`src/rtl/arb_pkg.sv`:
```
// Shared definitions for the 4-way round-robin arbiter.
//   arb_state_t : arbiter FSM states
//   NUM_REQ     : number of requesters
//   IDX_W       : width of an encoded requester index
//   rr_pick     : circular first-set search starting at ptr (pure comb)
package arb_pkg;
  localparam int NUM_REQ = 4;
  localparam int IDX_W   = 2;

  typedef enum logic [1:0] {S_IDLE, S_GRANT, S_GAP} arb_state_t;

  // Returns the first index i in ptr, ptr+1, ... (mod NUM_REQ) with req[i]=1.
  // Scanning from the farthest offset down lets the nearest hit win.
  // With no request set the result is ptr (callers gate on |req).
  function automatic logic [IDX_W-1:0] rr_pick(input logic [NUM_REQ-1:0] req,
                                               input logic [IDX_W-1:0]   ptr);
    logic [IDX_W-1:0] idx;
    rr_pick = ptr;
    for (int k = NUM_REQ - 1; k >= 0; k--) begin
      idx = ptr + IDX_W'(k);
      if (req[idx]) rr_pick = idx;
    end
  endfunction
endpackage

```
`src/rtl/decoder_2_to_4.sv`:
```
// 2-to-4 one-hot decoder with enable.
//   i_ena : when low the output is all-zero
//   i_in  : encoded index
//   o_out : one-hot of i_in when enabled
module decoder_2_to_4 (
  input  logic       i_ena,
  input  logic [1:0] i_in,
  output logic [3:0] o_out
);
  always_comb begin
    o_out = '0;
    if (i_ena) o_out[i_in] = 1'b1;
  end
endmodule

```
`src/rtl/rr_arbiter_4.sv`:
```
// Round-robin arbiter for 4 requesters with bounded hold time and a
// one-cycle dead gap between owners.
//   clk       : rising-edge clock
//   rst_n     : asynchronous active-low reset
//   ena       : global arbitration enable
//   req[3:0]  : level requests, held high while the resource is wanted
//   gnt[3:0]  : one-hot grant, zero when idle or in the gap
//   gnt_idx   : encoded owner, meaningful only while gnt_valid
//   gnt_valid : high exactly when gnt is non-zero
//   preempt   : one-cycle pulse after a grant was force-released
module rr_arbiter_4
  import arb_pkg::*;
#(
  parameter int MAX_HOLD = 8
) (
  input  logic         clk,
  input  logic         rst_n,
  input  logic         ena,
  input  logic [3:0]   req,
  output logic [3:0]   gnt,
  output logic [1:0]   gnt_idx,
  output logic         gnt_valid,
  output logic         preempt
);
  localparam int HOLD_W = (MAX_HOLD < 1) ? 1 : $clog2(MAX_HOLD + 1);
  localparam bit HOLD_EN = (MAX_HOLD != 0);
  localparam logic [HOLD_W-1:0] HOLD_LAST = HOLD_EN ? HOLD_W'(MAX_HOLD - 1) : '0;

  arb_state_t        r_state, w_next;
  logic [IDX_W-1:0]  r_idx, r_ptr;
  logic [HOLD_W-1:0] r_hold;
  logic              r_preempt;

  logic w_in_grant, w_take, w_abort, w_release, w_limit, w_exit, w_dec_ena;

  assign w_in_grant = (r_state == S_GRANT);
  // IDLE and GAP arbitrate identically.
  assign w_take     = !w_in_grant && ena && (|req);
  // Exit priority: abort, then normal release, then hold limit.
  assign w_abort    = w_in_grant && !ena;
  assign w_release  = w_in_grant && ena && !req[r_idx];
  assign w_limit    = w_in_grant && ena && req[r_idx] && HOLD_EN && (r_hold == HOLD_LAST);
  assign w_exit     = w_abort || w_release || w_limit;

  // State register
  always_ff @(posedge clk or negedge rst_n) begin
    if (!rst_n) r_state <= S_IDLE;
    else        r_state <= w_next;
  end

  // Next-state logic
  always_comb begin
    w_next = S_IDLE;
    case (r_state)
      S_IDLE, S_GAP: w_next = w_take ? S_GRANT : S_IDLE;
      S_GRANT:       w_next = w_exit ? S_GAP : S_GRANT;
      default:       w_next = S_IDLE;
    endcase
  end

  // Output logic: everything derives from registered state.
  always_comb begin
    w_dec_ena = w_in_grant;
    gnt_valid = w_in_grant;
  end

  // Owner index, rotation pointer, hold counter and preempt pulse.
  always_ff @(posedge clk or negedge rst_n) begin
    if (!rst_n) begin
      r_idx     <= '0;
      r_ptr     <= '0;
      r_hold    <= '0;
      r_preempt <= 1'b0;
    end else begin
      r_preempt <= w_limit;
      if (w_take) begin
        r_idx  <= rr_pick(req, r_ptr);
        r_hold <= '0;
      end else if (w_in_grant && !w_exit && HOLD_EN && (r_hold != HOLD_LAST)) begin
        r_hold <= r_hold + 1'b1;
      end
      // Abort leaves the pointer alone so the same owner is favoured again.
      if (w_release || w_limit) r_ptr <= r_idx + 1'b1;
    end
  end

  assign gnt_idx = r_idx;
  assign preempt = r_preempt;

  decoder_2_to_4 u_dec (
    .i_ena (w_dec_ena),
    .i_in  (r_idx),
    .o_out (gnt)
  );
endmodule

```
`config.mk`:
```
export PLATFORM = sky130hd
export DESIGN_NAME = rr_arbiter_4
export DESIGN_NICKNAME = d
export VERILOG_FILES = /design/src/rtl/arb_pkg.sv /design/src/rtl/decoder_2_to_4.sv /design/src/rtl/rr_arbiter_4.sv
export SDC_FILE = /design/constraint.sdc
export NUM_CORES = 1
export LEC_CHECK = 0
export ABC_AREA = 1
export CAP_MARGIN = 0
export CORE_AREA = 2 2 68 44
export CTS_CLUSTER_DIAMETER = 40
export DETAILED_ROUTE_END_ITERATION = 8
export DIE_AREA = 0 0 70 46
export PLACE_DENSITY = 0.57
export RECOVER_POWER = 50
export SLEW_MARGIN = 20
export SYNTH_ARGS = -nofsm -noshare
export SYNTH_HDL_FRONTEND = slang
export SYNTH_SLANG_ARGS = --single-unit
```
`constraint.sdc`:
```
create_clock -name clk -period 2.1 [get_ports clk]
set_input_delay 0.42 -clock clk [delete_from_list [all_inputs] [get_ports clk]]
set_output_delay 0.42 -clock clk [all_outputs]
set_load 0.005 [all_outputs]
```
Word-level counts from Yosys, hierarchy flattened
Cells that the tools add are included.
{"block": "word_totals", "elab_cells": 63, "out_inout_bits": 8, "inputBits": 7, "regBits": 11}
{"block": "classes", "reduce_logical": 21, "n_eq_ne": 4, "n_mux": 22, "n_lt_le_gt_ge": 6, "n_addsub": 5}
{"op": "2-bit by 3-bit < comparator with 1-bit output (second input constant)", "n": 5}
{"op": "4-bit two-way mux", "n": 3}
{"op": "1-bit binary-select mux with 2-bit select", "n": 5}
{"op": "1-bit logical AND", "n": 10}
{"op": "2-bit two-way mux", "n": 5}
{"op": "1-bit two-way mux", "n": 7}
{"op": "2-bit by 1-bit adder with 2-bit output (second input constant)", "n": 2}
{"op": "2-bit adder (second input constant)", "n": 2}
{"op": "4-bit by 1-bit adder with 4-bit output (second input constant)", "n": 1}
{"op": "4-bit by 3-bit equality test with 1-bit output (second input constant)", "n": 1}
{"op": "1-bit logical NOT", "n": 4}
{"op": "4-bit by 3-bit inequality test with 1-bit output (second input constant)", "n": 1}
{"op": "2-bit one-hot mux with 2 select lines", "n": 1}
{"op": "4-bit OR reduction", "n": 1}
{"op": "1-bit logical OR", "n": 3}
{"op": "1-bit demux with 2-bit select", "n": 1}
{"op": "2-bit by 1-bit equality test with 1-bit output (second input constant)", "n": 1}
{"op": "2-bit equality test (second input constant)", "n": 1}
{"op": "2-bit by 1-bit greater-or-equal comparator with 1-bit output (second input constant)", "n": 1}
{"op": "2-bit logical NOT", "n": 1}
{"op": "2-bit nonzero test", "n": 1}
{"op": "2-bit OR reduction", "n": 1}

Depth between registers and ports, before layout
Gate-level depths: netlist of run 1.
{"block": "depth", "ltp_word": 11, "ltp_mapped": 13, "depth_no_buf": 12}

Cells and area by module
From an unflattened synthesis of run 1, not the netlist that was laid out.
{"block": "unflattened", "cells_unflattened": 115, "hier_area_um2": 773.2}
{"module": "rr_arbiter_4", "cells_each": 107, "seq_area_each_um2": 275.3, "area_each_um2": 743.2, "instances": 1}
{"module": "decoder_2_to_4", "cells_each": 8, "seq_area_each_um2": 0.0, "area_each_um2": 30.0, "instances": 1}

Worst setup path after synthesis of run 1
No wires, ideal clock.
{"block": "synth_path", "kind": "flip-flop to flip-flop", "from": "register r_hold[0]", "to": "register r_hold[2]", "period_less_slack_ps": 1247, "setup_ps": 123, "slack_ps": 853, "arrival_time_ps": 1124, "n_path_buf": 0, "required_time_ps": 1977, "path_stages_with_launch": 8, "cell_sequence": "dfrtp_1 > ha_1 > nand2_1 > nor2_1 > nor2_4 > nand2_4 > o21ai_0 > a21oi_1"}
{"block": "synth_via", "elab_chain_len": 7, "elab_cells_between_ends": 11, "classes_between": "add/sub: 1; eq/ne: 2; mux: 2; reduce/logical: 6"}
{"element": "start, declared", "line_no": "rr_arbiter_4.sv:31", "source": "logic [HOLD_W-1:0] r_hold;"}
{"element": "start signal, assigned", "line_no": "rr_arbiter_4.sv:80", "source": "r_hold <= r_hold + 1'b1;"}
{"element": "branches (longest 7 deep; another with 4-bit by 1-bit adder with 4-bit output)"}
Parallel ways; which one is timed is not known. The select of a mux whose other input is x is not followed.
A chain may end at the register's enable or synchronous reset.

Worst setup path in the final report of run 1
{"block": "layout_path", "from": "register r_idx[0], in the netlist gnt_idx[0]", "to": "output port gnt[0]"}
{"block": "layout_via", "elab_chain_len": 5, "elab_cells_between_ends": 6, "classes_between": "order compare: 2; mux: 3; reduce/logical: 1"}
{"element": "start, declared", "line_no": "rr_arbiter_4.sv:30", "source": "logic [IDX_W-1:0] r_idx, r_ptr;"}
{"element": "start signal, assigned", "line_no": "rr_arbiter_4.sv:77", "source": "r_idx <= rr_pick(req, r_ptr);"}
{"element": "2-bit by 3-bit < comparator with 1-bit output (implied by the code) / 2-bit by 1-bit greater-or-equal comparator with 1-bit output (equally long branches)", "line_no": "decoder_2_to_4.sv:12", "source": "if (i_ena) o_out[i_in] = 1'b1;"}
{"element": "1-bit logical AND (implied by the code)", "line_no": "decoder_2_to_4.sv:12"}
{"element": "1-bit two-way mux (implied by the code)", "line_no": "decoder_2_to_4.sv:12"}
{"element": "1-bit demux with 2-bit select *"}
{"element": "4-bit two-way mux *", "line_no": "decoder_2_to_4.sv:12"}
{"element": "end, declared", "line_no": "rr_arbiter_4.sv:20", "source": "output logic [3:0] gnt,"}
Every way passes the cells marked *; elsewhere a longest branch is shown, timed or not.

==> results by group, run 1 <==
Timing
  • Final setup fails: 0
  • RSZ-0062 raised after global routing: no
  • Tightest Pin Transition: 0.512 ns
  • Hold violation total from the final report: 0
  • Final slew viol count: 0
  • Worst slew slack as a fraction of its limit: 0.658
  • Minimum clock period: 1.97 ns
  • Fin Clk Skew: 0.00117 ns
  • Upper clock frequency limit: 0.507 GHz
  • Final period utilization: 0.939
  • Setup TNS: 0 ns

Global routing
  • Overflow after GRT: 0
  • Wire length of the first global-routing pass: 2.89 mm
  • Pin count of the biggest net entering global routing: 12
  • Antenna violations before repair: 0
  • Vias in the first global route: 667
  • Overall global routing resource usage: 0.116

Run status
  • Outcome: finished clean

Place
  • Final weighted congestion in routability-driven placement: 0.806
  • Dpl hpwl: 1.32 mm
  • Port-buffer cells: 14

Detailed routing
  • Via density: 4.26
  • Routed via count: 754
  • Residual antenna-violating net count after detailed routing: 0
  • Final WL: 1.64 mm
  • DRC violation count after routing: 0
  • DRC violation total after the first TritonRoute iteration: 29
  • DR pass1 iterations: 4
  • Routed WL per cell: 9.29 um

Clocking
  • Number of buffers added by the clock tree synthesis step: 3
  • Clock sink total: 11
  • Skew-Pair Late Insertion Delay: 0.23 ns
  • Clk pin slew, worst setup/hold paths: 0.05 ns
  • Maximum level of the CTS H-tree: 1
  • Root Driver: sky130_fd_sc_hd__clkbuf_8
  • CTS tree: yes
  • Maximum buffer depth of the clock tree: 2

Power
  • Worst IR Drop VDD: 0.280 mV
  • Overall power after layout: 0.00136 W
  • Power density over the cells: 1250 nW/um2
  • Leakage power total: 0.564 nW

Synth
  • Yosys cell types: 21
  • Net count after synthesis: 136
  • Avg Inst Size Synth: 6.98 um2
  • Synthesized instance count: 124
  • Sequential share of the synthesized area: 0.318
  • Cell area after synthesis: 866 um2
  • Synth Register Bits: 11
  • Total number of yosys warnings: 0

Worst setup path
  • Cell family contributing the most delay on the critical path: buffers and inverters
  • Delay contributed by the slowest stage of the critical path: 0.50 ns
  • Number of buffers and inverters on the critical path: 3
  • Worst Path Arrival: 1.55 ns
  • Startpoint type of the worst setup path: register
  • Setup Crit Path Kind: reg -> out
  • Internal reg-to-reg setup slack: 0.66 ns
  • Critical-path top delay cell: sky130_fd_sc_hd__clkdlybuf4s50_1
  • Peak fanout along the critical path: 6
  • R2R cell count: 7
  • Worst reg2reg endpoint: r_hold[2]
  • CP cell instances: inv_2, ha_1, inv_1, nor2_1, clkdlybuf4s50_1
  • Startpoint of the lowest-slack register-to-register path: r_hold[0]
  • Data required time at the worst endpoint: 1.68 ns
  • Kind of end point of the critical path: primary output

Final layout
  • Share of cells above drive strength 1: 0.189
  • Fillcell total: 269
  • Sequential cell area: 278 um2
  • Multi-input combinational cell area: 475 um2
  • Final Net Count: 156
  • Layout Area Growth over Synthesis: 25.7%
  • Antenna Diode Count: 0

Min path
  • Cell depth of the worst min-delay path: 1
  • Worst Hold Class: reg -> reg
  • Hold Path Sink: r_state[0]
  • Hold Crit Start: r_state[0]

Floorplanning
  • Area of the die: 3220 um2
  • Area of the core region: 2670 um2
  • Number of placed I/O pins: 15
  • Die height: 46 um
  • Standard-cell row count: 15
  • Horizontal extent of the die: 70 um
  • Starting utilization of the core area: 0.325

Job
  • Max-capacitance violation count: 0
-- timing repair --
item                       4_1_cts  5_1_grt
hold buffers                     0        0
buffers inserted                 0        2
gates resized for setup          0        3
setup endpoints to repair        0        3
-- flip-flops by register name, summed over array words and instances, names as in the netlist --
| register | flops |
|---|---|
| gnt_idx | 2 |
| r_hold | 4 |
| r_ptr | 2 |
| r_state | 2 |
| preempt | 1 |
-- logic make-up after synthesis --
family / after synthesis / share of synthesized area
AOI/OAI and AO/OA: 11 / 0.0766
adders and majority gates: 5 / 0.0723
buffers and inverters: 25 / 0.120
DFF: 11 / 0.318
and+or+nand+nor: 72 / 0.413
-- worst register-to-register path, delay by kind of cell, from the launching register on --
kind	cells	cell delay, ns
AOI/OAI and AO/OA	2	0.25
adders and majority gates	1	0.21
DFF	1	0.39
and+or+nand+nor	4	0.47
-- synth_stat cells (all sizes together) --
cell	instances	share of area
nand3	14	0.11
dfrtp	11	0.32
a21oi	4	0.023
nor3	2	0.012
nor2	9	0.051
inv	24	0.11
ha	5	0.072
buf	1	0.013
nand2	46	0.24
nand4	1	0.0072
o21ai	7	0.053
-- layout make-up --
| type | count | area share |
|---|---|---|
| Multi-Input combinational cell | 88 | 0.437 |
| Sequential cell | 11 | 0.255 |
| Timing Repair Buffer | 16 | 0.143 |
| Inverter | 24 | 0.0851 |
| Clock buffer | 4 | 0.0414 |
| Tap cell | 34 | 0.0391 |
-- placed cells by master, fill, tap and decap left out, types with 3 or more instances in the layout --
cell type,n
sky130_fd_sc_hd__o21ai_0,4
sky130_fd_sc_hd__ha_1,5
sky130_fd_sc_hd__inv_1,19
sky130_fd_sc_hd__inv_2,4
sky130_fd_sc_hd__clkbuf_8,3
sky130_fd_sc_hd__clkdlybuf4s50_1,12
sky130_fd_sc_hd__a21oi_1,4
sky130_fd_sc_hd__nor2_1,7
sky130_fd_sc_hd__nand2_2,7
sky130_fd_sc_hd__dfrtp_1,9
sky130_fd_sc_hd__nand3_1,11
sky130_fd_sc_hd__nand2_1,38
-- power breakdown --
| part | switching [W] | internal (W) |
|---|---|---|
| sequential | 0.0000972 | 0.000284 |
| clock | 0.0000736 | 0.000133 |
| combinational | 0.000436 | 0.000333 |
-- how the worst max path moves through the flow --
stage / start / endpoint / slack [ns] / cells past startpoint
6_report: gnt_idx[0] / gnt[0] / 0.13 / 5
5_1_grt: gnt_idx[0] / gnt[2] / 0.03 / 5
4_1_cts: gnt_idx[0] / gnt[0] / 0.05 / 5
3_5_place_dp: gnt_idx[0] / gnt[0] / 0.31 / 5
3_3_place_gp: gnt_idx[0] / gnt[2] / 0.33 / 5
2_1_floorplan: r_hold[0] / r_hold[2] / 0.85 / 7
-- stage by stage --
step	instances	worst slack [ns]	area [um2]	utilization	hold slack, ns
5_1_grt	177	0.0270	1090	0.408	0.496
2_1_floorplan	124	0.853	866	-	0.124
6_report	177	0.127	1090	0.408	0.468
3_3_place_gp	171	0.331	1040	0.389	0.456
4_1_cts	175	0.0538	1080	0.406	0.469
3_5_place_dp	171	0.312	1040	0.389	0.462
-- per-layer routing --
layer | part of all wire | global-route usage | up-vias
li1 | - | - | 421
met1 | 0.52 | 0.152 | 318
met4 | 0.010 | 0.0346 | 0
met5 | 0 | 0 | -
met3 | 0.036 | 0.0354 | 2
met2 | 0.43 | 0.187 | 13
Note: power is estimated with default switching activity, not from simulation.
==> inputs of run 2 (changes only) <==
--- a/config.mk
+++ b/config.mk
@@ -7,10 +7,11 @@
 export LEC_CHECK = 0
 export ABC_AREA = 1
 export CAP_MARGIN = 0
-export CORE_AREA = 2 2 68 44
+export CORE_AREA = 2 2 41 71
+export CTS_BUF_LIST = sky130_fd_sc_hd__clkbuf_16
 export CTS_CLUSTER_DIAMETER = 40
 export DETAILED_ROUTE_END_ITERATION = 8
-export DIE_AREA = 0 0 70 46
+export DIE_AREA = 0 0 43 73
 export PLACE_DENSITY = 0.57
 export RECOVER_POWER = 50
 export SLEW_MARGIN = 20
==> results by group, run 2 (same netlist as run 1, synthesis figures left out) <==
Clocking
  • Clock sink total: 11
  • Number of buffers added by the clock tree synthesis step: 3
  • Clk pin slew, worst setup/hold paths: 0.04 ns
  • CTS tree: yes
  • Maximum level of the CTS H-tree: 1
  • Maximum buffer depth of the clock tree: 2
  • Number of setup buffers added after CTS: 0
  • Skew-Pair Late Insertion Delay: 0.24 ns
  • Root Driver: sky130_fd_sc_hd__clkbuf_16

Worst setup path
  • Worst Path Arrival: 1.61 ns
  • Number of buffers and inverters on the critical path: 3
  • Critical-path top delay cell: sky130_fd_sc_hd__clkdlybuf4s50_1
  • Kind of end point of the critical path: primary output
  • Internal reg-to-reg setup slack: 0.68 ns
  • Startpoint type of the worst setup path: register
  • Setup Crit Path Kind: reg -> out
  • CP cell instances: inv_2, ha_1, inv_1, nor2_1, clkdlybuf4s50_1
  • Cell family contributing the most delay on the critical path: buffers and inverters
  • Data required time at the worst endpoint: 1.68 ns
  • Delay contributed by the slowest stage of the critical path: 0.51 ns
  • Peak fanout along the critical path: 6

Global routing
  • Pin count of the biggest net entering global routing: 12
  • Wire length of the first global-routing pass: 3.43 mm
  • Overall global routing resource usage: 0.148
  • Vias in the first global route: 799
  • Overflow after GRT: 0
  • Antenna violations before repair: 0

Timing
  • Final slew viol count: 0
  • Setup TNS: 0 ns
  • Upper clock frequency limit: 0.491 GHz
  • Hold violation total from the final report: 0
  • Worst slew slack as a fraction of its limit: 0.674
  • Fin Clk Skew: 0.000888 ns
  • Hold slack final: 0.479 ns
  • Minimum clock period: 2.03 ns
  • Tightest Pin Transition: 0.487 ns
  • RSZ-0062 raised after global routing: no
  • Final period utilization: 0.969
  • Final setup fails: 0

Detailed routing
  • DRC violation total after the first TritonRoute iteration: 8
  • Via density: 4.79
  • Residual antenna-violating net count after detailed routing: 0
  • DRC violation count after routing: 0
  • Routed via count: 804
  • Final WL: 1.86 mm
  • DR pass1 iterations: 4
  • Routed WL per cell: 11.1 um

Place
  • Final weighted congestion in routability-driven placement: 0.795
  • Number of placed instances, taps included: 164
  • Dpl hpwl: 1.58 mm
  • Port-buffer cells: 14

Final layout
  • Number of non-filler instances in the completed layout: 168
  • Fillcell total: 291
  • Share of cells above drive strength 1: 0.170
  • Reg with most FFs: r_hold
  • Antenna Diode Count: 0
  • Commonest cells after routing, fill and taps aside: sky130_fd_sc_hd__nand2_1, sky130_fd_sc_hd__inv_1, sky130_fd_sc_hd__clkdlybuf4s50_1, sky130_fd_sc_hd__nand3_1, sky130_fd_sc_hd__dfrtp_1
  • Final Net Count: 154
  • Most frequent standard cell in the layout excluding fill and tap cells: sky130_fd_sc_hd__nand2_1
  • Layout Area Growth over Synthesis: 27.5%
  • Number of flip-flops under the largest register name: 4

Min path
  • Worst Hold Class: reg -> reg

Power
  • Power density over the cells: 1350 nW/um2
  • Leakage power total: 0.584 nW
  • Worst IR Drop VDD: 0.870 mV

Floorplanning
  • Number of placed I/O pins: 15
  • Area of the die: 3140 um2
  • Area of the core region: 2630 um2
  • Standard-cell row count: 25
  • Horizontal extent of the die: 43 um
  • Die height: 73 um
  • Starting utilization of the core area: 0.330

Job
  • Max-capacitance violation count: 0

Run status
  • Outcome: finished clean
## run 2: cell count changes in the layout (fill, tap and decap cells not counted), moves of 2 or more
cell                        previous run  this run
sky130_fd_sc_hd__clkbuf_16             0         3
sky130_fd_sc_hd__clkbuf_8              3         0
sky130_fd_sc_hd__dfrtp_2               2         0
sky130_fd_sc_hd__buf_4                 2         0
sky130_fd_sc_hd__dfrtp_1               9        11
## run 2: what timing repair did
item	in CTS	in global routing
hold buffers	0	0
resized for setup	0	1
endpoints found under the setup margin	0	2
endpoints found under the hold margin	0	0
## run 2: where the power goes
group / leakage, nW / internal, W / switching (W)
clock: 0.0423 / 0.000250 / 0.0000913
combinational: 0.399 / 0.000316 / 0.000440
sequential: 0.143 / 0.000280 / 0.000109
## run 2: per-stage QoR
step | utilization | worst slack [ns] | total power (W) | instance area (um2)
6_report | 0.420 | 0.0652 | 0.00149 | 1100
2_1_floorplan | - | 0.853 | 0.000939 | 866
4_1_cts | 0.421 | 0.0118 | 0.00152 | 1110
3_3_place_gp | 0.391 | 0.299 | 0.00116 | 1030
3_5_place_dp | 0.391 | 0.265 | 0.00117 | 1030
5_1_grt | 0.420 | 0.000923 | 0.00164 | 1100
## run 2: layer usage
layer	share of wire	track usage	vias to the layer above	wire length (um)
met3	0.040	0.0446	4	74
met2	0.57	0.271	16	1060
met4	0.025	0.0741	0	46
met1	0.37	0.146	368	684
li1	-	-	416	-
met5	0	0	-	0
## run 2: worst reg2reg max path: stages (launching register included)
cell and delay [ns]:
sky130_fd_sc_hd__dfrtp_1 0.51, sky130_fd_sc_hd__inv_4 0.16, sky130_fd_sc_hd__nand2_1 0.08, sky130_fd_sc_hd__nand3_1 0.09, sky130_fd_sc_hd__nand2_1 0.06, sky130_fd_sc_hd__inv_1 0.06
sky130_fd_sc_hd__nand2_2 0.05, sky130_fd_sc_hd__nand2_2 0.05, sky130_fd_sc_hd__nand2_1 0.05, sky130_fd_sc_hd__nand2_1 0.05, sky130_fd_sc_hd__nand2_1 0.05, sky130_fd_sc_hd__nand2_1 0.06
sky130_fd_sc_hd__nand2_1 0.05
## run 2: final cells by class
type / count / area [um2] / area share
inverters: 24 / 92.6 / 0.0839
flip-flops and latches: 11 / 275 / 0.249
clock buffers: 3 / 75.1 / 0.0680
clock inverters: 1 / 3.75 / 0.00340
well taps: 27 / 33.8 / 0.0306
multi-input cells: 88 / 483 / 0.438
repair buffers: 14 / 140 / 0.127
## run 2: final timing paths
check | from | endpoint | cells after the start
worst min register to register | r_state[0] | r_state[0] | 1
max in group asynchronous | rst_n | preempt | 1
worst max register to register | r_ptr[0] | gnt_idx[0] | 12
min in group asynchronous | rst_n | r_hold[2] | 1
worst min-delay path | r_state[0] | r_state[0] | 1
worst max-delay path | gnt_idx[1] | gnt[1] | 5
==> inputs of run 3 (changes only) <==
--- a/config.mk
+++ b/config.mk
@@ -13,7 +13,7 @@
 export DETAILED_ROUTE_END_ITERATION = 8
 export DIE_AREA = 0 0 43 73
 export PLACE_DENSITY = 0.57
-export RECOVER_POWER = 50
+export RECOVER_POWER = 100
 export SLEW_MARGIN = 20
 export SYNTH_ARGS = -nofsm -noshare
 export SYNTH_HDL_FRONTEND = slang
==> results by group, run 3 (same netlist as run 1, synthesis figures left out) <==
Final layout
  • Commonest cells after routing, fill and taps aside: sky130_fd_sc_hd__nand2_1, sky130_fd_sc_hd__inv_1, sky130_fd_sc_hd__nand3_1, sky130_fd_sc_hd__dfrtp_1
  • Reg with most FFs: r_hold
  • Layout Area Growth over Synthesis: 23.0%
  • Final Net Count: 154
  • Share of cells above drive strength 1: 0.128
  • Antenna Diode Count: 0
  • Number of flip-flops under the largest register name: 4
  • Number of non-filler instances in the completed layout: 168
  • Most frequent standard cell in the layout excluding fill and tap cells: sky130_fd_sc_hd__nand2_1

Timing
  • RSZ-0062 raised after global routing: no
  • Setup TNS: 0 ns
  • Tightest Pin Transition: 0.487 ns
  • Worst slew slack as a fraction of its limit: 0.674
  • Final slew viol count: 0
  • Upper clock frequency limit: 0.496 GHz
  • Final setup fails: 0
  • Final period utilization: 0.960
  • Minimum clock period: 2.02 ns
  • Hold violation total from the final report: 0
  • Fin Clk Skew: 0.00106 ns

Power
  • Switching share of power: 0.427
  • Switching power of the nets: 0.000608 W
  • Power Internal: 0.000815 W
  • Seq pwr share: 0.272
  • Clock power share: 0.239
  • Leakage power total: 0.575 nW
  • Power density over the cells: 1340 nW/um2
  • Share of power burned in combinational logic: 0.489
  • Worst IR Drop VDD: 0.836 mV

Worst setup path
  • Worst Path Arrival: 1.60 ns
  • Setup Crit Path Kind: reg -> out
  • CP cell instances: inv_2, ha_1, inv_1, nor2_1, clkdlybuf4s50_1
  • Kind of end point of the critical path: primary output
  • Startpoint type of the worst setup path: register
  • Peak fanout along the critical path: 6
  • Delay contributed by the slowest stage of the critical path: 0.51 ns
  • Data required time at the worst endpoint: 1.68 ns
  • Critical-path top delay cell: sky130_fd_sc_hd__clkdlybuf4s50_1

Min path
  • Worst Hold Class: reg -> reg

Clocking
  • CTS tree: yes
  • Hold-fix buffers, CTS: 0
  • Skew-Pair Late Insertion Delay: 0.24 ns
  • Clock sink total: 11
  • Maximum buffer depth of the clock tree: 2
  • Root Driver: sky130_fd_sc_hd__clkbuf_16
  • Number of buffers added by the clock tree synthesis step: 3
  • Clk pin slew, worst setup/hold paths: 0.04 ns
  • Maximum level of the CTS H-tree: 1

Floorplanning
  • Die height: 73 um
  • Horizontal extent of the die: 43 um
  • Number of placed I/O pins: 15
  • Area of the core region: 2630 um2
  • Starting utilization of the core area: 0.330
  • Standard-cell row count: 25
  • Area of the die: 3140 um2

Run status
  • Outcome: finished clean

Detailed routing
  • Residual antenna-violating net count after detailed routing: 0
  • DR pass1 iterations: 4
  • DRC violation count after routing: 0
  • Routed via count: 809
  • Final WL: 1.87 mm
  • DRC violation total after the first TritonRoute iteration: 5
  • Routed WL per cell: 11.1 um
  • Via density: 4.82

Global routing
  • Wire length of the first global-routing pass: 3.43 mm
  • Vias in the first global route: 799
  • Antenna violations before repair: 0
  • Overall global routing resource usage: 0.148
  • Overflow after GRT: 0
  • Pin count of the biggest net entering global routing: 12

Place
  • Dpl hpwl: 1.58 mm
  • Final weighted congestion in routability-driven placement: 0.795
  • Port-buffer cells: 14
  • Number of placed instances, taps included: 164

Job
  • Max-capacitance violation count: 0
==> run 3: layout make-up <==
| class | instances | area, um2 |
|---|---|---|
| Sequential cell | 11 | 275 |
| Tap cell | 27 | 33.8 |
| Inverter | 24 | 92.6 |
| Multi-Input combinational cell | 88 | 444 |
| Fill cell | 299 | 1560 |
| Clock buffer | 3 | 75.1 |
| Timing Repair Buffer | 14 | 140 |
| Clock inverter | 1 | 3.75 |
==> run 3: path summary, 6_finish.rpt <==
kind,start,end,slack [ns],cells after the start
max,gnt_idx[1],gnt[1],0.08,5
min,r_state[0],r_state[0],0.48,1
max reg2reg,gnt_idx[0],r_hold[3],0.55,9
min reg2reg,r_state[0],r_state[0],0.48,1
max in group asynchronous,rst_n,preempt,1.19,1
min in group asynchronous,rst_n,r_hold[2],0.58,1
==> run 3: through the flow <==
step / utilization / power, W / hold WS, ns / worst slack [ns] / cell area, um2
after global routing: 0.405 / 0.00158 / 0.557 / 0.00443 / 1060
after floorplan: - / 0.000939 / 0.124 / 0.853 / 866
final: 0.405 / 0.00142 / 0.483 / 0.0845 / 1060
after CTS: 0.421 / 0.00152 / 0.490 / 0.0118 / 1110
after detailed placement: 0.391 / 0.00117 / 0.480 / 0.265 / 1030
after global placement: 0.391 / 0.00116 / 0.461 / 0.299 / 1030
==> run 3: critical path, delay by kind of cell, from the launching register on <==
family / cells / cell delay [ns]
flops: 1 / 0.46
simple gates: 1 / 0.09
buf+inv: 3 / 0.66
fa+ha+maj: 1 / 0.15
==> run 3: power groups by stage <==
stage	logic, W	clock network (W)	registers [W]
floorplan	0.000595	0	0.000343
global placement	0.000773	0	0.000385
detailed placement	0.000777	0	0.000392
CTS	0.000780	0.000347	0.000389
global route	0.000817	0.000359	0.000403
finish	0.000695	0.000340	0.000387
==> run 3: what timing repair did <==
action | in CTS | in global routing
resized for setup | 0 | 1
setup endpoints to repair | 0 | 2
setup buffers | 0 | 0
hold endpoints to repair | 0 | 0
==> run 3: layer usage <==
layer / share of wire / GRT usage / vias to the layer above
met2: 0.57 / 0.271 / 20
met4: 0.024 / 0.0741 / 0
met5: 0 / 0 / -
met1: 0.37 / 0.146 / 369
met3: 0.043 / 0.0446 / 4
li1: - / - / 416
